===== src/rtl/mem_arbiter.sv =====
// mem_arbiter
//   Shares one single-port memory between the instruction-fetch port (i_*)
//   and the data-access port (d_*). Data accesses win arbitration unless a
//   waiting fetch has already been passed over STARVE_LIMIT times in a row.
//   Memory controls are registered; read data returns READ_LATENCY cycles
//   after the enable cycle and is passed straight through to the owner.
//
// Ports
//   clk, rst              : clock, synchronous active-high reset
//   i_req/i_addr          : fetch request (held until i_ack)
//   i_ack/i_rdata         : fetch completion pulse and data
//   d_req/d_we/d_be/      : data request, write flag, byte enables,
//   d_addr/d_wdata        :   address, write data (held until d_ack)
//   d_ack/d_rdata         : data completion pulse and read data
//   mem_en/mem_we/mem_be/ : registered memory controls
//   mem_addr/mem_wdata    :
//   mem_rdata             : memory read data
module mem_arbiter #(
  parameter int ADDR_WIDTH   = 10,
  parameter int READ_LATENCY = 1,
  parameter int STARVE_LIMIT = 4
) (
  input  logic                  clk,
  input  logic                  rst,
  input  logic                  i_req,
  input  logic [ADDR_WIDTH-1:0] i_addr,
  output logic                  i_ack,
  output logic [31:0]           i_rdata,
  input  logic                  d_req,
  input  logic                  d_we,
  input  logic [3:0]            d_be,
  input  logic [ADDR_WIDTH-1:0] d_addr,
  input  logic [31:0]           d_wdata,
  output logic                  d_ack,
  output logic [31:0]           d_rdata,
  output logic                  mem_en,
  output logic                  mem_we,
  output logic [3:0]            mem_be,
  output logic [ADDR_WIDTH-1:0] mem_addr,
  output logic [31:0]           mem_wdata,
  input  logic [31:0]           mem_rdata
);

  typedef enum logic [1:0] {IDLE, ACCESS, WAIT} state_t;

  localparam int              SCW        = $clog2(STARVE_LIMIT + 1);
  localparam logic [SCW-1:0]  STARVE_MAX = SCW'(STARVE_LIMIT);
  localparam logic [2:0]      LAT_DONE   = 3'(READ_LATENCY);

  state_t                  state_q, state_d;
  logic                    owner_data_q, owner_data_d;  // 1: data port owns the access
  logic [2:0]              lat_q, lat_d;
  logic [SCW-1:0]          starve_q, starve_d;
  logic                    mem_en_q, mem_en_d;
  logic                    mem_we_q, mem_we_d;
  logic [3:0]              mem_be_q, mem_be_d;
  logic [ADDR_WIDTH-1:0]   mem_addr_q, mem_addr_d;
  logic [31:0]             mem_wdata_q, mem_wdata_d;
  logic                    grant_fetch;

  assign mem_en    = mem_en_q;
  assign mem_we    = mem_we_q;
  assign mem_be    = mem_be_q;
  assign mem_addr  = mem_addr_q;
  assign mem_wdata = mem_wdata_q;

  // Read data is only meaningful in the owner's ack cycle, so both ports
  // simply see the memory output.
  assign i_rdata = mem_rdata;
  assign d_rdata = mem_rdata;

  // Fetch wins when it is alone, or when it has been starved long enough.
  assign grant_fetch = i_req && (!d_req || (starve_q == STARVE_MAX));

  always_comb begin
    state_d      = state_q;
    owner_data_d = owner_data_q;
    lat_d        = lat_q;
    starve_d     = starve_q;
    mem_en_d     = 1'b0;
    mem_we_d     = 1'b0;
    mem_be_d     = mem_be_q;
    mem_addr_d   = mem_addr_q;
    mem_wdata_d  = mem_wdata_q;
    i_ack        = 1'b0;
    d_ack        = 1'b0;

    unique case (state_q)
      IDLE: begin
        if (i_req || d_req) begin
          state_d  = ACCESS;
          mem_en_d = 1'b1;
          if (grant_fetch) begin
            owner_data_d = 1'b0;
            mem_addr_d   = i_addr;
            mem_be_d     = 4'b0000;
            starve_d     = '0;
          end else begin
            owner_data_d = 1'b1;
            mem_addr_d   = d_addr;
            mem_we_d     = d_we;
            mem_be_d     = d_we ? d_be : 4'b0000;
            mem_wdata_d  = d_wdata;
            // Only a grant that overtakes a waiting fetch counts as starvation.
            if (!i_req)
              starve_d = '0;
            else if (starve_q != STARVE_MAX)
              starve_d = starve_q + 1'b1;
          end
        end
      end
      ACCESS: begin
        if (mem_we_q) begin
          // Writes complete as soon as they are presented to the memory.
          d_ack   = !rst;
          state_d = IDLE;
        end else begin
          lat_d   = 3'd1;
          state_d = WAIT;
        end
      end
      WAIT: begin
        if (lat_q == LAT_DONE) begin
          // Acks are suppressed under reset so an in-flight read is dropped.
          i_ack   = !owner_data_q && !rst;
          d_ack   = owner_data_q && !rst;
          state_d = IDLE;
        end else begin
          lat_d = lat_q + 3'd1;
        end
      end
      default: state_d = IDLE;
    endcase
  end

  always_ff @(posedge clk) begin
    if (rst) begin
      state_q      <= IDLE;
      owner_data_q <= 1'b0;
      lat_q        <= '0;
      starve_q     <= '0;
      mem_en_q     <= 1'b0;
      mem_we_q     <= 1'b0;
      mem_be_q     <= '0;
      mem_addr_q   <= '0;
      mem_wdata_q  <= '0;
    end else begin
      state_q      <= state_d;
      owner_data_q <= owner_data_d;
      lat_q        <= lat_d;
      starve_q     <= starve_d;
      mem_en_q     <= mem_en_d;
      mem_we_q     <= mem_we_d;
      mem_be_q     <= mem_be_d;
      mem_addr_q   <= mem_addr_d;
      mem_wdata_q  <= mem_wdata_d;
    end
  end

endmodule


===== config.mk =====
export PLATFORM = sky130hd
export DESIGN_NAME = mem_arbiter
export DESIGN_NICKNAME = d
export VERILOG_FILES = /design/src/rtl/mem_arbiter.sv
export SDC_FILE = /design/constraint.sdc
export NUM_CORES = 1
export LEC_CHECK = 0
export CAP_MARGIN = 20
export CORE_MARGIN = 5
export CORE_UTILIZATION = 30
export CTS_CLUSTER_SIZE = 14
export DETAILED_ROUTE_END_ITERATION = 10
export DONT_BUFFER_PORTS = 1
export PLACE_DENSITY = 0.56
export SYNTH_ARGS = -nofsm -noshare
export SYNTH_HDL_FRONTEND = slang
export SYNTH_SLANG_ARGS = --single-unit

===== constraint.sdc =====
create_clock -name clk -period 3.9 [get_ports clk]
set_clock_uncertainty 0.15 [all_clocks]
set_input_delay 0.78 -clock clk [delete_from_list [all_inputs] [get_ports clk]]
set_output_delay 0.78 -clock clk [all_outputs]
set_load 0.05 [all_outputs]

Yosys cells after proc, flatten, opt, wreduce, memory -nomap -nowiden --
Cells that the tools add are included.
Word-level totals: register bits after elaboration 57, bits in latches 0, bits in writable memories 0, bits in read-only memories 0, output and inout bits 114, memories 0
Cells by class: add/subtract/negate cells 2, multiply operators 0, divide/modulo/power cells 0, magnitude comparators 0, equal/unequal tests 10, shift-type cells 0, mux-type cells 20, bitwise operators 3, reduce and logical (&&, ||, !) cells 17
Operator list (number):
- 3-bit 2-to-1 mux | 5
- 10-bit 2-to-1 mux | 1
- 3-bit AND reduction | 3
- 4-bit 2-to-1 mux | 2
- 2-bit inequality test (second input constant) | 4
- 3-bit by 1-bit adder with 3-bit output (second input constant) | 2
- 1-bit 2-to-1 mux | 6
- 2-bit 2-to-1 mux | 3
- 2-bit case mux with 3 select lines | 1
- 3-bit case mux with 2 select lines | 1
- 2-bit AND reduction | 2
- 4-bit OR reduction | 1
- 3-bit by 1-bit equality test with 1-bit output (second input constant) | 1
- 3-bit equality test (second input constant) | 1
- 1-bit logical AND | 3
- 1-bit logical NOT | 3
- 3-bit by 1-bit inequality test with 1-bit output (second input constant) | 1
- 3-bit inequality test (second input constant) | 1
- 1-bit NOT | 3
- 2-bit by 1-bit equality test with 1-bit output (second input constant) | 1
- 2-bit equality test (second input constant) | 1
- 2-bit logical NOT | 1
- 1-bit logical OR | 2
- 1-bit case mux with 2 select lines | 1
- 2 further kinds | 2

Longest topological paths before layout --
Gate-level depths: netlist of the first run.
depth in word-level cells 5, depth in mapped cells 8

Worst setup path before layout of the first run --
No wires, ideal clock.
path kind input to output, from input rst, to output i_ack, data arrival time 2.245 ns, path slack 0.725 ns, stages 3, buffers on the path 2, cells stage by stage clkbuf_1 clkbuf_1 nor3_1
On the way: cells in the longest elaborated chain, start to end 4
Ends and longest elaborated chain:
- start: declaration | line 24 | input logic rst,
- 1-bit logical NOT | line 125 | i_ack = !owner_data_q && !rst;
- 1-bit logical AND | line 125
- 1-bit 2-to-1 mux | line 123 | if (lat_q == LAT_DONE) begin
- 1-bit 2-to-1 mux | line 88 | unique case (state_q)
- end: declaration | line 27 | output logic i_ack,
Every way passes these cells.

Worst setup path in the final report of the first run --
from register state_q[0], to output d_ack
On the way: cells in the longest elaborated chain, start to end 2, elaborated cells on any way between the ends 3
Ends and longest elaborated chain:
- start: declaration | line 50 | state_t state_q, state_d;
- start signal: assignment | line 148 | state_q <= state_d;
- 2-bit equality test or 2-bit by 1-bit equality test with 1-bit output (tied branches) | line 88
- 1-bit case mux with 2 select lines (*) | line 88
- end: declaration | line 34 | output logic d_ack,
Every way passes the cells marked *; elsewhere a longest branch is shown, timed or not.

==> results of run 1 <==
-- layout by cell type, fill, tap and decap left out, types with 2 or more instances in the layout --
master / count
nand2b_1: 3
a32oi_1: 5
clkbuf_1: 2
dfxtp_1: 57
mux2i_1: 2
a211oi_2: 10
bufinv_16: 2
ha_1: 8
nand2_2: 19
a21oi_2: 29
nor2_1: 24
a21oi_1: 16
a22oi_1: 2
clkbuf_8: 10
a211oi_1: 3
nand3_1: 2
inv_1: 9
nand2_1: 60
-- report_power, final --
part           switching, mW  leakage [nW]  total (mW)  internal [mW]
Clock                  0.225         0.106       0.598          0.373
Sequential             0.267         0.468       0.923          0.656
Combinational          0.209         0.444       0.329          0.120
-- metal layers --
metal	vias to the layer above	track usage, %
li1	933	-
met1	917	10.56
met2	104	16.24
met3	33	6.087
met4	0	6.569
met5	-	0
-- flip-flops by register name, summed over array words and instances, names as in the netlist --
name / count
mem_wdata: 32
mem_addr: 10
mem_be: 4
lat_q: 3
starve_q: 3
state_q: 2
mem_en: 1
mem_we: 1
owner_data_q: 1
-- Yosys cell counts, drive strengths merged --
library cell,n
clkbuf,6
o21a,1
nand3,3
nor2b,2
and3b,1
nand3b,1
o211ai,1
inv,9
xor2,1
o21ai,2
mux2i,2
nand2,80
a22oi,2
a21boi,1
o22ai,1
nor3,1
o2111ai,1
ha,8
dfxtp,57
nor2,25
or2,1
buf,77
a32oi,5
a211oi,13
a21oi,45
nand2b,3
-- area by class of cell --
class,instances,share of cell area (%)
clock inverter,3,2.271
timing repair buffer,2,0.9607
sequential,57,39.83
inverter,9,1.179
multi-input combinational,200,44.76
tap,136,5.939
clock buffer,12,5.065
-- cell families (layout without fill, tap and decap cells) --
kind of cell | after synthesis | after routing | synth area share [%]
multiplexers | 2 | 2 | 0.6481
flip-flops | 57 | 57 | 36.94
AND/OR/NAND/NOR | 117 | 117 | 17.58
buffers and inverters | 92 | 26 | 21.55
XOR/XNOR | 1 | 1 | 0.2836
adder cells (fa/ha/maj) | 8 | 8 | 3.240
AO/OA/AOI/OAI | 72 | 72 | 19.77
-- worst min path at each step --
stage	startpoint	to	slack, ns	cells past startpoint
2_1_floorplan	lat_q[1]	lat_q[1]	0.30	2
6_report	lat_q[1]	lat_q[1]	0.32	2
3_3_place_gp	lat_q[1]	lat_q[1]	0.31	2
5_1_grt	rst	mem_wdata[12]	0.32	1
3_5_place_dp	lat_q[1]	lat_q[1]	0.32	2
4_1_cts	lat_q[1]	lat_q[1]	0.32	2
-- critical path, delay by kind of cell, from the launching register on --
kind,cells,cell delay (ns)
fa+ha+maj,1,0.27
compound gates,1,0.18
flops,1,0.32
buf+inv,1,0.11
simple gates,2,0.68
-- metrics by stage --
step | hold WS, ns | util (%) | std cells | cell area [µm²] | total power [mW]
2_1_floorplan | 0.2985 | - | 349 | 3089 | 1.416
3_3_place_gp | 0.3061 | 25.87 | 403 | 2635 | 1.250
3_5_place_dp | 0.3167 | 25.87 | 403 | 2635 | 1.264
4_1_cts | 0.3249 | 27.94 | 418 | 2845 | 1.879
5_1_grt | 0.3248 | 28.13 | 419 | 2865 | 1.957
6_report | 0.3217 | 28.13 | 419 | 2865 | 1.851
==> results.yml, run 1 <==
status:
  status: "complete, no violations"
sta:
  fin_crit_sh_pct: 72.26
  rsz0062_at_grt: "no"
  hold_violations: 0
  slew_headroom_pct: 49.60
  period_needed_ns: 2.818
  worstMarginPinSlew_ns: 0.7552
  tns_ns: 0
  slew_viol_final: 0
  finalWorstSetupSlack_ns: 1.082
  max_freq_mhz: 354.8
  setup_viol: 0
setup_path:
  ff2ff_setup_slack_ns: 1.77
  required_ns: 2.97
  cp.arrival_ns: 1.89
  cp-start-kind: "flop"
  crit_path_max_incr_delay_ns: 0.50
  cp_slowest_cell: "and3b_1"
  cp_cell_sequence: "inv_1 > ha_1 > nand3b_1 > o21ai_0 > and3b_1"
  end_kind: "primary output"
  reg2reg_to: "mem_wdata[21]"
  crit_fanout: 6
  r2r_cells: 5
  startpoint: "state_q[0]"
  crit_end: "d_ack"
  path_class: "reg2out"
  r2r_start: "state_q[0]"
synthesis:
  syn-cell-area_mm2: 0.003089
  synth_seq_area_share_pct: 36.94
  ys_seq_elements: 57
  yosys.area.top_type_share_pct: 36.94
  yosys-top-cells-area: "dfxtp_1 (37%), buf_4 (16%), a21oi_2 (8.2%)"
  syn_inst: 349
  synth_cell_type_count: 38
  yosys_warnings: 0
  synth_top_area_cell: "dfxtp_1"
  avgSynthCellArea_um2: 8.852
  synth.net_count: 450
finish:
  fillers: 1099
  final-seq-area_mm2: 0.001141
  n_antenna_cell: 0
  drive_gt1_share_pct: 28.27
  multi_input_area_mm2: 0.001282
  fin_nets: 380
  area_growth_pct: -7.250
global_routing:
  grt_start_max_net_pins: 60
  grt_pass1_vias: 2015
  grt-ovfl-total: 0
  grt_pass1_wl_um: 10170
  grt_use_total_pct: 10.37
  antenna_found_initial: 0
die:
  die_h_um: 111.5
  rows: 37
  die-area_mm2: 0.01243
  core_area_mm2: 0.01018
  pin_count: 207
  start_util_pct: 30.33
  dieWidth_um: 111.5
clocking:
  cts_resized: 0
  cts_tree: "built"
  hold_buffers: 0
  cts_root_buf: "clkbuf_8"
  numCtsBuffers: 9
  htree_levels: 3
  clkSlewWorstSetupHoldPaths_ns: 0.06
  cts_sinks: 57
  clk_latency_ns: 0.33
  cts.path.max_buffers: 2
  cts_setup_buffers: 0
route:
  drt-pass1-iter-count: 4
  totalWireLength_um: 6670
  wirelength_met1_um: 2630
  via_per_inst: 4.742
  avgRoutedWirePerCell_um: 15.92
  first_iter_violations: 85
  route.detailed.drc: 0
  top_layer: "met4"
  vias: 1987
  wl_met3_um: 743
  ant_nets: 0
  dr_wl_met2_um: 3063
min_path:
  hold_class: "reg2reg"
placed_design:
  gp_congestion: 0.7738
  io_buffers: 0
  hpwl_um: 4700
  post-place-ws_ns: 1.461
power_and_ir_drop:
  p_leak_nw: 1.019
  powerDensity_mw_per_mm2: 646.0
  peakVddDrop_mv: 0.1938
job:
  timing.max_cap.violations: 0
No activity file was read; power rests on OpenSTA's default activity.
==> inputs of run 2 (changes only) <==
==> constraint.sdc (replaced) <==
create_clock -name clk -period 2.6 [get_ports clk]
set_clock_uncertainty 0.15 [all_clocks]
set_input_delay 0.52 -clock clk [delete_from_list [all_inputs] [get_ports clk]]
set_output_delay 0.52 -clock clk [all_outputs]
set_load 0.05 [all_outputs]
==> run 2 against run 1 <==
Global-route usage increased by 0.34 points. Critical path depth stayed put. Via count fell by 1.5%. Highest routed layer unchanged. Sequential power grew 50%. Clock power up 34%. Die area did not move. First-iteration DRC count fell by 19%. Non-clock buffer count is 2 higher.
==> results.yml, run 2 (synthesis results as in run 1) <==
finish:
  final_cell_mix: "nand2_1 (60), dfxtp_1 (57), a21oi_2 (29)"
  final_common_cell: "nand2_1"
  area_growth_pct: -7.736
  stdcell_count: 422
  drive_gt1_share_pct: 30.07
  n_antenna_cell: 0
  fillers: 1117
  fin_nets: 382
  largest_reg_flops: 32
die:
  die-area_mm2: 0.01243
  pin_count: 207
  start_util_pct: 30.33
  die_h_um: 111.5
  rows: 37
  dieWidth_um: 111.5
  core_area_mm2: 0.01018
setup_path:
  r2r_cells: 5
  cp_cell_sequence: "inv_1 > ha_1 > nand3b_1 > o21ai_0 > and3b_2"
  cp_slowest_cell: "and3b_2"
  end_kind: "primary output"
  r2r_start: "state_q[0]"
  path_class: "reg2out"
  cp.arrival_ns: 1.76
  cp-start-kind: "flop"
  required_ns: 1.93
  crit_buf_inv: 1
  ff2ff_setup_slack_ns: 0.47
  reg2reg_to: "mem_wdata[5]"
  crit_path_max_incr_delay_ns: 0.38
  cp_top_family: "simple AND/OR/NAND/NOR gates"
  crit_fanout: 6
sta:
  slew_headroom_pct: 49.23
  fin_crit_sh_pct: 93.65
  finalWorstSetupSlack_ns: 0.1652
  setup_viol: 0
  hold_violations: 0
  period_needed_ns: 2.435
  max_freq_mhz: 410.7
  worstMarginPinSlew_ns: 0.7606
  tns_ns: 0
  rsz0062_at_grt: "no"
  slew_viol_final: 0
placed_design:
  post-place-ws_ns: 0.3964
  hpwl_um: 4810
  gp_congestion: 0.7677
  io_buffers: 0
  post-place-cells: 406
route:
  ant_nets: 0
  drt-pass1-iter-count: 4
  vias: 1957
  avgRoutedWirePerCell_um: 15.83
  via_per_inst: 4.637
  first_iter_violations: 69
  totalWireLength_um: 6679
  route.detailed.drc: 0
power_and_ir_drop:
  powerDensity_mw_per_mm2: 938.5
  p_sw_mw: 1.076
  internal-power_mw: 1.599
  p_leak_nw: 1.020
  p_total_mw: 2.675
  comb_power_share_pct: 18.4
  swShare_pct: 40.23
  peakVddDrop_mv: 0.2303
  seq_power_share_pct: 51.5
  clock_power_share_pct: 30.1
clocking:
  cts_sinks: 57
  cts_tree: "built"
  clkSlewWorstSetupHoldPaths_ns: 0.07
  htree_levels: 3
  numCtsBuffers: 9
  cts_root_buf: "clkbuf_8"
  cts_setup_buffers: 0
  cts.path.max_buffers: 2
  clk_latency_ns: 0.33
global_routing:
  grt_pass1_vias: 2042
  grt_start_max_net_pins: 60
  antenna_found_initial: 0
  grt-ovfl-total: 0
  grt_pass1_wl_um: 10640
  grt_use_total_pct: 10.70
min_path:
  hold_class: "in2reg"
  min_from: "rst"
  worstHoldPathCells: 1
  min_to: "mem_wdata[19]"
status:
  status: "complete, no violations"
job:
  timing.max_cap.violations: 0
==> run 2: changes by cell type in the layout (fill, tap and decap cells not counted) <==
cell | before | now
and3b_2 | 0 | 1
nor3_2 | 0 | 1
clkinv_2 | 1 | 4
clkbuf_8 | 10 | 9
clkbuf_1 | 2 | 1
and3b_1 | 1 | 0
clkinv_4 | 0 | 1
nor3_1 | 1 | 0
buf_4 | 1 | 4
bufinv_16 | 2 | 1
buf_12 | 1 | 0
==> run 2: stage by stage <==
step / hold slack [ns] / area [µm²] / util, %
after floorplan: 0.2985 / 3094 / -
after global placement: 0.3027 / 2663 / 26.14
after detailed placement: 0.3183 / 2663 / 26.14
after CTS: 0.06715 / 2849 / 27.97
after global routing: 0.06624 / 2850 / 27.99
final: 0.1009 / 2850 / 27.99
==> run 2: power by group through the flow <==
| stage | Clock [mW] | Sequential (mW) | Combinational (mW) |
|---|---|---|---|
| 2_1_floorplan | 0 | 1.38 | 0.746 |
| 3_3_place_gp | 0 | 1.40 | 0.485 |
| 3_5_place_dp | 0 | 1.40 | 0.499 |
| 4_1_cts | 0.853 | 1.38 | 0.501 |
| 5_1_grt | 0.888 | 1.39 | 0.554 |
| 6_report | 0.804 | 1.38 | 0.492 |
==> run 2: worst reg2reg max path: cells and delay by family, from the launching register on <==
kind                       cells  cell delay [ns]
buffers and inverters          1             0.11
DFF                            1             0.33
adders and majority gates      1             0.37
AOI/OAI and AO/OA              1             0.07
and+or+nand+nor                2             0.99
==> run 2: metal layers <==
layer  up-vias  part of all wire, %  routed length [µm]  track usage [%]
met2       107                   46                3067            17.25
met3        24                   11                 719            6.467
met5         -                    0                   0                0
li1        939                    -                   -                -
met1       887                   40                2691            11.15
met4         0                  3.0                 200            4.947
==> run 2: layout make-up <==
class	count	area (µm²)	area share, %
timing repair buffer	4	30.03	1.054
inverter	9	33.78	1.185
clock buffer	10	127.6	4.478
clock inverter	6	58.81	2.063
tap	136	170.2	5.970
multi-input combinational	200	1289	45.22
sequential	57	1141	40.04
==> run 2: worst max-delay path by stage <==
| stage | start | to | slack [ns] | cells after the start |
|---|---|---|---|---|
| after global routing | state_q[0] | d_ack | 0.03 | 5 |
| final | state_q[0] | d_ack | 0.17 | 5 |
| after CTS | state_q[0] | d_ack | 0.007 | 5 |
| after detailed placement | state_q[0] | d_ack | 0.40 | 5 |
| after global placement | state_q[0] | d_ack | 0.40 | 5 |
| after floorplan | rst | i_ack | 0.37 | 3 |
==> run 2: timing repair <==
action / in CTS / in global routing
endpoints found under the setup margin: 0 / 1
resized for setup: 0 / 1
hold buffers: 0 / 0
==> inputs of run 3 (changes only) <==
--- a/config.mk
+++ b/config.mk
@@ -8,6 +8,7 @@
 export CAP_MARGIN = 20
 export CORE_MARGIN = 5
 export CORE_UTILIZATION = 30
+export CTS_CLUSTER_DIAMETER = 50
 export CTS_CLUSTER_SIZE = 14
 export DETAILED_ROUTE_END_ITERATION = 10
 export DONT_BUFFER_PORTS = 1
==> results of run 3 <==
The final DEF is identical to that of run 2; final timing and power are the same.
